[src/rtl/poly_codec_pkg.sv]
// Shared definitions for the polynomial coefficient codec (encoder/decoder).
// Holds the encoder state enum, the default coefficient geometry and the
// word <-> coefficient scaling helpers for the default configuration.
// No ports (package).
package poly_codec_pkg;

    localparam int POLY_SIZE    = 16;
    localparam int DATA_WIDTH   = 16;
    localparam int SCALE_FACTOR = 2;
    localparam int CW           = DATA_WIDTH + SCALE_FACTOR;
    localparam int BUS_W        = CW * POLY_SIZE;

    typedef enum logic {
        FILL = 1'b0,
        HOLD = 1'b1
    } enc_state_e;

    // Word -> coefficient: zero-extend and shift left, no truncation.
    function automatic logic [CW-1:0] scale_up(input logic [DATA_WIDTH-1:0] word);
        return {word, {SCALE_FACTOR{1'b0}}};
    endfunction

    // Coefficient -> word: exact inverse of scale_up.
    function automatic logic [DATA_WIDTH-1:0] scale_down(input logic [CW-1:0] coeff);
        return coeff[CW-1:SCALE_FACTOR];
    endfunction

endpackage

[src/rtl/poly_slot_bank.sv]
// Register array of POLY_SIZE coefficients with indexed write, clear-all and
// a flattened read-out (slot i at bits [(i+1)*CW-1 : i*CW]).
// Ports:
//   clk, rst_n  - clock, synchronous active-low reset (clears all slots)
//   wr_en       - write wr_data into slot wr_idx
//   wr_idx      - target slot
//   wr_data     - coefficient to store
//   clr         - clear every slot (takes priority over a write)
//   slots       - flattened slot contents, straight from the registers
module poly_slot_bank #(
    parameter int POLY_SIZE = 16,
    parameter int CW        = 18,
    parameter int IDX_W     = 4
) (
    input  logic                      clk,
    input  logic                      rst_n,
    input  logic                      wr_en,
    input  logic [IDX_W-1:0]          wr_idx,
    input  logic [CW-1:0]             wr_data,
    input  logic                      clr,
    output logic [CW*POLY_SIZE-1:0]   slots
);

    logic [POLY_SIZE-1:0][CW-1:0] slot_q, slot_d;

    always_comb begin
        slot_d = slot_q;
        if (clr) begin
            slot_d = '0;
        end else if (wr_en) begin
            slot_d[wr_idx] = wr_data;
        end
    end

    always_ff @(posedge clk) begin
        if (!rst_n) begin
            slot_q <= '0;
        end else begin
            slot_q <= slot_d;
        end
    end

    assign slots = slot_q;

endmodule

[src/rtl/poly_encoder.sv]
// Streaming polynomial encoder. Each accepted binary word is scaled up by
// SCALE_FACTOR bits into one coefficient and stored in the next slot; a full
// block (or a flushed partial block, zero-padded) is presented on a
// valid/ready output as the flattened coefficient bus read by the decoder.
// Ports:
//   clk, rst_n           - clock, synchronous active-low reset
//   in_valid/in_ready    - input word handshake, binary_data is the word
//   flush                - close a non-empty block early (FILL only)
//   out_valid/out_ready  - block handshake
//   poly_coeff           - flattened coefficients, coeff i at [(i+1)*CW-1 : i*CW]
//   coeff_count          - number of real coefficients in the current block
module poly_encoder
    import poly_codec_pkg::*;
#(
    parameter int POLY_SIZE    = 16,
    parameter int DATA_WIDTH   = 16,
    parameter int SCALE_FACTOR = 2,
    parameter int CNT_W        = $clog2(POLY_SIZE + 1)
) (
    input  logic                                        clk,
    input  logic                                        rst_n,
    input  logic                                        in_valid,
    output logic                                        in_ready,
    input  logic [DATA_WIDTH-1:0]                       binary_data,
    input  logic                                        flush,
    output logic                                        out_valid,
    input  logic                                        out_ready,
    output logic [(DATA_WIDTH+SCALE_FACTOR)*POLY_SIZE-1:0] poly_coeff,
    output logic [CNT_W-1:0]                            coeff_count
);

    // Local geometry follows the instance parameters; the package values are
    // the default configuration shared with the decoder.
    localparam int COEF_W = DATA_WIDTH + SCALE_FACTOR;
    localparam int IDX_W  = (POLY_SIZE > 1) ? $clog2(POLY_SIZE) : 1;
    localparam logic [CNT_W-1:0] LAST = CNT_W'(POLY_SIZE - 1);

    enc_state_e        state_q, state_d;
    logic [CNT_W-1:0]  count_q, count_d;
    logic              accept;
    logic              wr_en;
    logic              clr;
    logic [COEF_W-1:0] coeff;

    // Gating with rst_n keeps in_ready low for the whole reset window.
    assign in_ready  = rst_n & (state_q == FILL);
    assign out_valid = (state_q == HOLD);
    assign accept    = in_valid & in_ready;
    assign coeff     = {binary_data, {SCALE_FACTOR{1'b0}}};

    always_comb begin
        state_d = state_q;
        count_d = count_q;
        wr_en   = 1'b0;
        clr     = 1'b0;
        case (state_q)
            FILL: begin
                if (accept) begin
                    wr_en   = 1'b1;
                    count_d = count_q + CNT_W'(1);
                end
                // count_d already includes a coincident accept, so a flush
                // with a word closes at count+1 and an empty flush is dropped.
                if ((accept && count_q == LAST) || (flush && count_d != '0)) begin
                    state_d = HOLD;
                end
            end
            HOLD: begin
                if (out_ready) begin
                    clr     = 1'b1;
                    count_d = '0;
                    state_d = FILL;
                end
            end
            default: state_d = FILL;
        endcase
    end

    always_ff @(posedge clk) begin
        if (!rst_n) begin
            state_q <= FILL;
            count_q <= '0;
        end else begin
            state_q <= state_d;
            count_q <= count_d;
        end
    end

    // count equals the real-coefficient count in FILL and holds through HOLD.
    assign coeff_count = count_q;

    poly_slot_bank #(
        .POLY_SIZE (POLY_SIZE),
        .CW        (COEF_W),
        .IDX_W     (IDX_W)
    ) u_slots (
        .clk     (clk),
        .rst_n   (rst_n),
        .wr_en   (wr_en),
        .wr_idx  (count_q[IDX_W-1:0]),
        .wr_data (coeff),
        .clr     (clr),
        .slots   (poly_coeff)
    );

endmodule

[config.mk]
export PLATFORM = sky130hd
export DESIGN_NAME = poly_encoder
export DESIGN_NICKNAME = d
export VERILOG_FILES = /design/src/rtl/poly_codec_pkg.sv /design/src/rtl/poly_slot_bank.sv /design/src/rtl/poly_encoder.sv
export SDC_FILE = /design/constraint.sdc
export NUM_CORES = 1
export LEC_CHECK = 0
export ABC_AREA = 1
export CORE_ASPECT_RATIO = 0.7
export CORE_MARGIN = 5
export CORE_UTILIZATION = 53
export CTS_CLUSTER_DIAMETER = 60
export DETAILED_ROUTE_END_ITERATION = 8
export PLACE_DENSITY = 0.93
export SKIP_LAST_GASP = 1
export SYNTH_ARGS = -nofsm -noshare
export SYNTH_HDL_FRONTEND = slang
export SYNTH_HIERARCHICAL = 1
export SYNTH_SLANG_ARGS = --single-unit
[constraint.sdc]
create_clock -name clk -period 3.35 [get_ports clk]
set_input_delay 0.8375 -clock clk [delete_from_list [all_inputs] [get_ports clk]]
set_output_delay 0.8375 -clock clk [all_outputs]
set_load 0.1 [all_outputs]
Word-level counts from Yosys, hierarchy flattened
Index checks and enable logic that the tools add are counted.

word-level totals
  output and inout port bits = 295
  logic and storage cells = 47
  input port bits = 21
  register bits = 294

cells by class
  equality and inequality tests = 2
  $lt $le $gt $ge = 2
  add/sub/neg operators = 1
  reductions and logical operators = 6
  mux-type cells = 14
  bitwise operators = 4

operators by type and width
  cell                 number
  $bwmux 288           1
  $demux 18 s4         1
  $mux 18              1
  $mux 5               3
  $pmux 5 s2           1
  $mux 1               6
  $add 5x1->5 const B  1
  $eq 5x4->1 const B   1
  $lt 4x5->1 const B   1
  $reduce_bool 5->1    1
  $ge 4x1->1 const B   1
  $logic_and 1x1->1    3
  $and 1x1->1          2
  $ne 2x2->1 const B   1
  $not 1->1            2
  $pmux 1 s2           1
  $reduce_or 2->1      1
  $logic_or 1x1->1     1

Depth between registers and ports, before layout
  depth in word-level cells = 10
  mapped depth = 10
  depth with buffers taken out = 10

Cells and area by module
The synthesis kept the hierarchy.

modules (own cells, without submodules)
  module          instances  cells each  area an instance (µm²)  sequential area each (µm²)
  poly_slot_bank  1          1633        11307.1                 5765.5
  poly_encoder    1          68          426.7                   120.1

Worst setup path before layout
Ideal clock, no wire load.

  path kind = input-to-output
  start = in rst_n
  end = out in_ready
  setup slack = 0.689 ns
  path buffers = 1
  arrival time = 1.823 ns
  data required time = 2.513 ns
  stages = 3
  path through = buf_4 > inv_2 > nor2_2

on the way
  longest elaborated chain between the ends = 1

ends and longest elaborated chain
  what             line                RTL
  start, declared  poly_encoder.sv:21  input logic rst_n,
  $and 1x1->1      poly_encoder.sv:46  assign in_ready = rst_n & (state_q == FILL);
  end, declared    poly_encoder.sv:23  output logic in_ready,

Every way passes these cells.

Final worst setup path
Ends and elaborated chain as after synthesis.

==> results by group <==
Die
  – Chip height: 134.5 µm
  – Core area: 21730 µm²
  – Ports: 316
  – Die ar.: around 25000 µm²
  – Die Span X: around 190 µm
  – Site Rows: 45
  – Initial Utilization: 0.5399

Global route
  – Initial antenna violation count: 0
  – Met2 usage: 0.4544
  – Layer with the highest usage: met2
  – GRT Total Usage: 0.2829
  – Met1 Resource Use GR: 0.3596
  – Largest net degree at the start of global routing: 117
  – Met3 usage: 0.08398
  – Number of global-route vias before repair: roughly 11000
  – Global route overflow: 0
  – Global-route wire length before repair: 57.39 mm

Logic synthesis
  – Largest cells by area after synthesis: dfxtp_1, nor2_1, nand2_1
  – Yosys warns: 6
  – Synth unique cells: 26
  – Syn avg cell area: 6.898 µm²
  – Flops & latches, synth: 294
  – Seq/Total Area, Yosys: 0.5016
  – Syn Inst Count: about 1700
  – Area leader, netlist: dfxtp_1
  – Post-Syn Area: between 10000 and 15000 µm²
  – Synth top area share: 0.5016

Drt
  – Vias: 11540
  – Detailed Routing Iterations Pass 1: 6
  – Final wirelength: between 30 and 40 mm
  – Number of vias per cell: slightly above 5
  – Post-DR wirelength/cell: 16.71 µm
  – ANT nets after route: 0
  – DRC errors left: 0
  – Initial drt markers: ~1200

Pwr
  – Pwr per Cell Area: 499.8 nW/µm²
  – Tot Pwr: about 0.0075 W
  – Leak: 6.952 nW
  – VDD IR max: 0.5195 mV

Worst hold path
  – WHS Endpoint: u_slots/slots[250]$_SDFFE_PP0P_
  – Hold_sp: u_slots/slots[250]$_SDFFE_PP0P_
  – Hold depth: 2
  – Worst Hold Class: register to register

Critical path
  – Setup crit end kind: primary output
  – CP required: approximately 2.5 ns
  – Critical path fanouts, max: 9
  – CP Class: primary input to primary output
  – Worst R2R Setup Slack: 0.97 ns
  – R2R Path Start: coeff_count[1]$_SDFFE_PN0P_
  – CP arrival: 2.09 ns
  – Worst reg2reg path endpoint: u_slots/slots[17]$_SDFFE_PP0P_
  – Startpoint class of the critical path: primary input
  – Cells on worst reg2reg path: 5

Clock network
  – CTS tree: yes
  – # H-tree levels: 1
  – Clock transition at path regs: approximately 0.060 ns
  – Root buf cell: clkbuf_16
  – CTS Buf Count: 29
  – Hold-fix buffers at CTS: 0
  – Setup Buffers After CTS: 0
  – Clk Latency, worst-skew pair: 0.54 ns
  – Cts repair resizes: 0
  – Clk buf depth: 3
  – CTS sink cnt: 294

Place
  – Cell total after placement: around 2200
  – Gpl congestion: between 0.8 and 0.9
  – Port buffer count: approximately 320
  – Pre-CTS setup slack: 0.2204 ns
  – Hpwl dp: 25.05 mm

Timing
  – Final slew viol count: 0
  – Tmin final: 2.923 ns
  – Tcrit/Tclk final: 0.8724
  – Final setup TNS: 0 ns
  – Post-route setup slack: 0.4275 ns
  – Rel. slew slack: 0.3285
  – Hold Fails Final Rpt: 0
  – Clk_skew: about 0.012 ns
  – Worst slew pin tran: roughly 1 ns
  – Final setup viols: 0
  – Peak Freq: 0.3422 GHz
  – Unrepaired setup endpoints after global routing: false

Cells and area
  – Nets@finish: 1998
  – # diodes: 0
  – Area occupied by multi-input gates: 4970 µm²
  – Share of cells above drive strength 1: 0.1979
  – Commonest cells after routing, fill and taps aside: nor2_1, nand2_1, buf_4
  – Non-Filler Instances: approximately 2300
  – Fill count: 1705
  – Leading cell type in the layout, fill and taps excluded: nor2_1
  – Area grow syn2layout: 28.19%
  – FF+latch area: around 5900 µm²

Outcome
  – Status: complete, no violations

Job
  – Max cap viols: 0
[cells in the mapped netlist]
cell type,n
inv_4,1
buf_2,37
nand3_2,2
inv_2,3
buf_4,3
nand4_1,38
o21ai_0,2
nand3_4,4
nand3_1,8
nor2_4,14
buf_1,34
nor2_1,580
a21oi_1,5
clkbuf_2,1
o21bai_1,1
nand2_1,564
nor3_1,1
conb_1,1
o21ai_1,1
nand2_2,2
inv_1,69
buf_6,24
ha_1,2
nor2_2,4
dfxtp_1,294
clkbuf_1,6
[sequential cells by signal, summed over array words and instances (netlist names)]
name           cells
coeff_count        5
out_valid          1
u_slots/slots    288
[worst max-delay path by stage]
stage,startpoint,to,slack (ns),cells after the start
after floorplan,rst_n,in_ready,0.69,3
final,rst_n,in_ready,0.43,4
after detailed placement,rst_n,u_slots/slots[67]$_SDFFE_PP0P_,0.22,9
after global routing,rst_n,in_ready,0.40,4
after global placement,rst_n,u_slots/slots[60]$_SDFFE_PP0P_,0.32,9
after CTS,rst_n,in_ready,0.46,4
[metrics by stage]
step	instance area (µm²)	hold slack, ns	utilization
after floorplan	11750	0.9177	-
after global placement	14170	0.4640	0.6521
after detailed placement	14170	0.4715	0.6521
after CTS	15040	0.4851	0.6921
after global routing	15040	0.5025	0.6921
final	15040	0.4828	0.6921
[kinds of logic (layout without fill, tap and decap cells)]
kind of cell,Yosys count,after routing,synth area share
AO/OA/AOI/OAI,9,9,0.004052
adder cells (fa/ha/maj),2,2,0.002132
buffers and inverters,178,463,0.07752
flip-flops,294,294,0.5016
other,1,6,0.0003196
AND/OR/NAND/NOR,1217,1217,0.4144
[power by group]
part / switching, W / leakage, nW / internal, W
combinational: 0.000703 / 4.16 / 0.000201
clock: 0.00133 / 0.425 / 0.00171
sequential: 0.0000348 / 2.37 / 0.00353
[worst max-delay path, stage by stage]
cell and delay [ns]:
clkdlybuf4s50_1 0.71, inv_2 0.12, nor2_2 0.20, buf_12 0.21
[layout make-up]
type | instances | area share
clock buffers | 42 | 0.05548
clock inverters | 5 | 0.002329
repair buffers | 343 | 0.1787
multi-input cells | 1234 | 0.3304
well taps | 282 | 0.02346
inverters | 73 | 0.01838
flip-flops and latches | 294 | 0.3913
[routing by layer]
metal / share of wire / wire [µm] / vias up
met1: 0.39 / 14760 / 5190
li1: - / - / 5625
met2: 0.45 / 16960 / 593
met3: 0.12 / 4374 / 128
met5: 0 / 0 / -
met4: 0.050 / 1881 / 0
(Power assumes the default switching activity.)
==> edit (same flow settings) <==
Make the reset (`rst_n`) asynchronous in 2 clocked blocks. Comments in the files are not updated.
--- a/src/rtl/poly_slot_bank.sv
+++ b/src/rtl/poly_slot_bank.sv
@@ -32,7 +32,7 @@
         end
     end
 
-    always_ff @(posedge clk) begin
+    always_ff @(posedge clk or negedge rst_n) begin
         if (!rst_n) begin
             slot_q <= '0;
         end else begin
--- a/src/rtl/poly_encoder.sv
+++ b/src/rtl/poly_encoder.sv
@@ -76,7 +76,7 @@
         endcase
     end
 
-    always_ff @(posedge clk) begin
+    always_ff @(posedge clk or negedge rst_n) begin
         if (!rst_n) begin
             state_q <= FILL;
             count_q <= '0;
Behaviour: differs if rst_n is asserted again (counterexample within 4 cycles, from zero or initial values and one cycle with rst_n low); with rst_n held inactive, the same outputs for 4 cycles.
==> edit against the original RTL <==
The run now ends with slew limit left; setup slack better by 260 ps; critical path type is now in -> reg; critical endpoint is now u_slots/slots[123]; cell area is 5.0% higher; count of clock-buffer cells in the layout up 1; routed wire length grew 9.9%; hold slack worse by 330 ps; clock skew is 2.9 ps lower; first-iteration DRC count up 15%; synthesized area rose by 2.2%; sequential cell count is the same.
Power is not compared: it rests on default switching activity, and its combinational part moved more than twofold at a synthesized area within 25%.
==> edit: results (changes against the original RTL) <==
The flow ran to the end, but the final reports show violations. The checks that failed: slew limit. In the post-synthesis netlist, the biggest area contributors are sky130_fd_sc_hd__dfrtp_1, sky130_fd_sc_hd__nand2_1, sky130_fd_sc_hd__nand3_1. Following the worst setup path forward leads to its endpoint at u_slots/slots[123]. The tightest min-delay check is of the in -> async type. The count of fill cells added during filler insertion was 1608 (-5.7%); the number of library cell types mapped by synthesis was 22 (-15%). The depth of the most critical reg-to-reg path came out at 7 (+2). The met3 track utilization from global routing is 0.0870 (+0.00303), and the proportion of register bits with asynchronous set or reset after synthesis is 1.00 (+1.00). The fraction of area in clock buffers and inverters came out at 0.0634 (+0.00554).

For the placed standard-cell area, the log shows 14800 µm² (+4.4%). Topmost layer with routed signal wires: met5. The routed length per placed instance is 20.9 µm (+25%), and the worst setup skew after layout is 9.28 ps (-2.89 ps). The global-route wire length before repair was 63900 µm (+11%). The met2 track demand over resource is 0.477 (+0.0228). The final-layout non-clock buffer area share is 0.175 (-0.00398), and the switching power is 0.00418 W. The logs give 0.613 (+0.112) for the share of the yosys chip area belonging to registers and 960 (-22%) for the multi-input gate count.

The final weighted congestion in routability-driven placement came out at 0.934 (+4.5%). The area added between synthesis and finish is 31.7%, and the actual transition at the worst max-transition pin is 1980 ps (+973 ps). The largest fanout on the critical path came out at 18 (+9). The largest delay contributor family on the critical path is simple AND/OR/NAND/NOR gates.

The via count of the routed design was 11500 (-0.55%); the count of inserted tapcells was 288 (+2.1%). The number of instances in the synthesized netlist is 1386 (-19%). The run gives 7 (+1) as the number of detailed-routing iterations run before antenna repair.

The compound-gate portion of the synthesized area came out at 0.00376 (-0.000297). The share of cells above drive strength 1 is 0.250 (+0.0517). The capture instance of the worst register-to-register path is u_slots/slots[123]. The proportion of cell area occupied by multi-input gates came out at 0.262 (-0.0688). Count of non-CTS buffers in the layout: 352 (+2.6%).

The run gives 3080 ps (+990 ps) as the signal arrival time at the worst endpoint. The number of inverters outside the clock class in the layout was 48 (-34%); the via count of the first global-routing pass was 11000 (+4.4%). The tools report the number of antenna violations at the first check in global routing as 1 (+1). The count of routing violations after the opening detailed-route iteration is 1327 (+15%), and the count of clock buffers in the final design is 43 (+2.4%). The critical path starts at in_valid. The combined global-route utilization of all metal layers came out at 0.317 (+0.0344).

The run gives 1942 (-13%) as the cell total after placement. In this run the critical register-to-register path is launched from out_valid. The max-slew violation total from the final report came out at 34 (+34). For the met3 wirelength from detailed routing, the log shows 5380 µm (+23%). Register cell area after layout: 7360 µm² (+25%).
edit: changes by cell type in the layout (fill, tap and decap cells not counted), moves of 7 or more:
cell | before | now
sky130_fd_sc_hd__buf_4 | 318 | 327
sky130_fd_sc_hd__clkinv_1 | 0 | 7
sky130_fd_sc_hd__dfrtp_1 | 0 | 294
sky130_fd_sc_hd__dfxtp_1 | 294 | 0
sky130_fd_sc_hd__inv_1 | 69 | 33
sky130_fd_sc_hd__nand2_1 | 564 | 603
sky130_fd_sc_hd__nand3_1 | 8 | 297
sky130_fd_sc_hd__nand4_1 | 38 | 1
sky130_fd_sc_hd__nor2_1 | 579 | 10
sky130_fd_sc_hd__nor2_2 | 3 | 24
sky130_fd_sc_hd__nor2_4 | 16 | 1
edit: metrics by stage:
step	hold WS, ps	power [W]	setup slack [ps]
floorplan	542	0.00615	695
global placement	486	0.00702	378
detailed placement	489	0.00706	256
CTS	143	0.0104	770
global route	156	0.0108	588
finish	154	0.0105	684
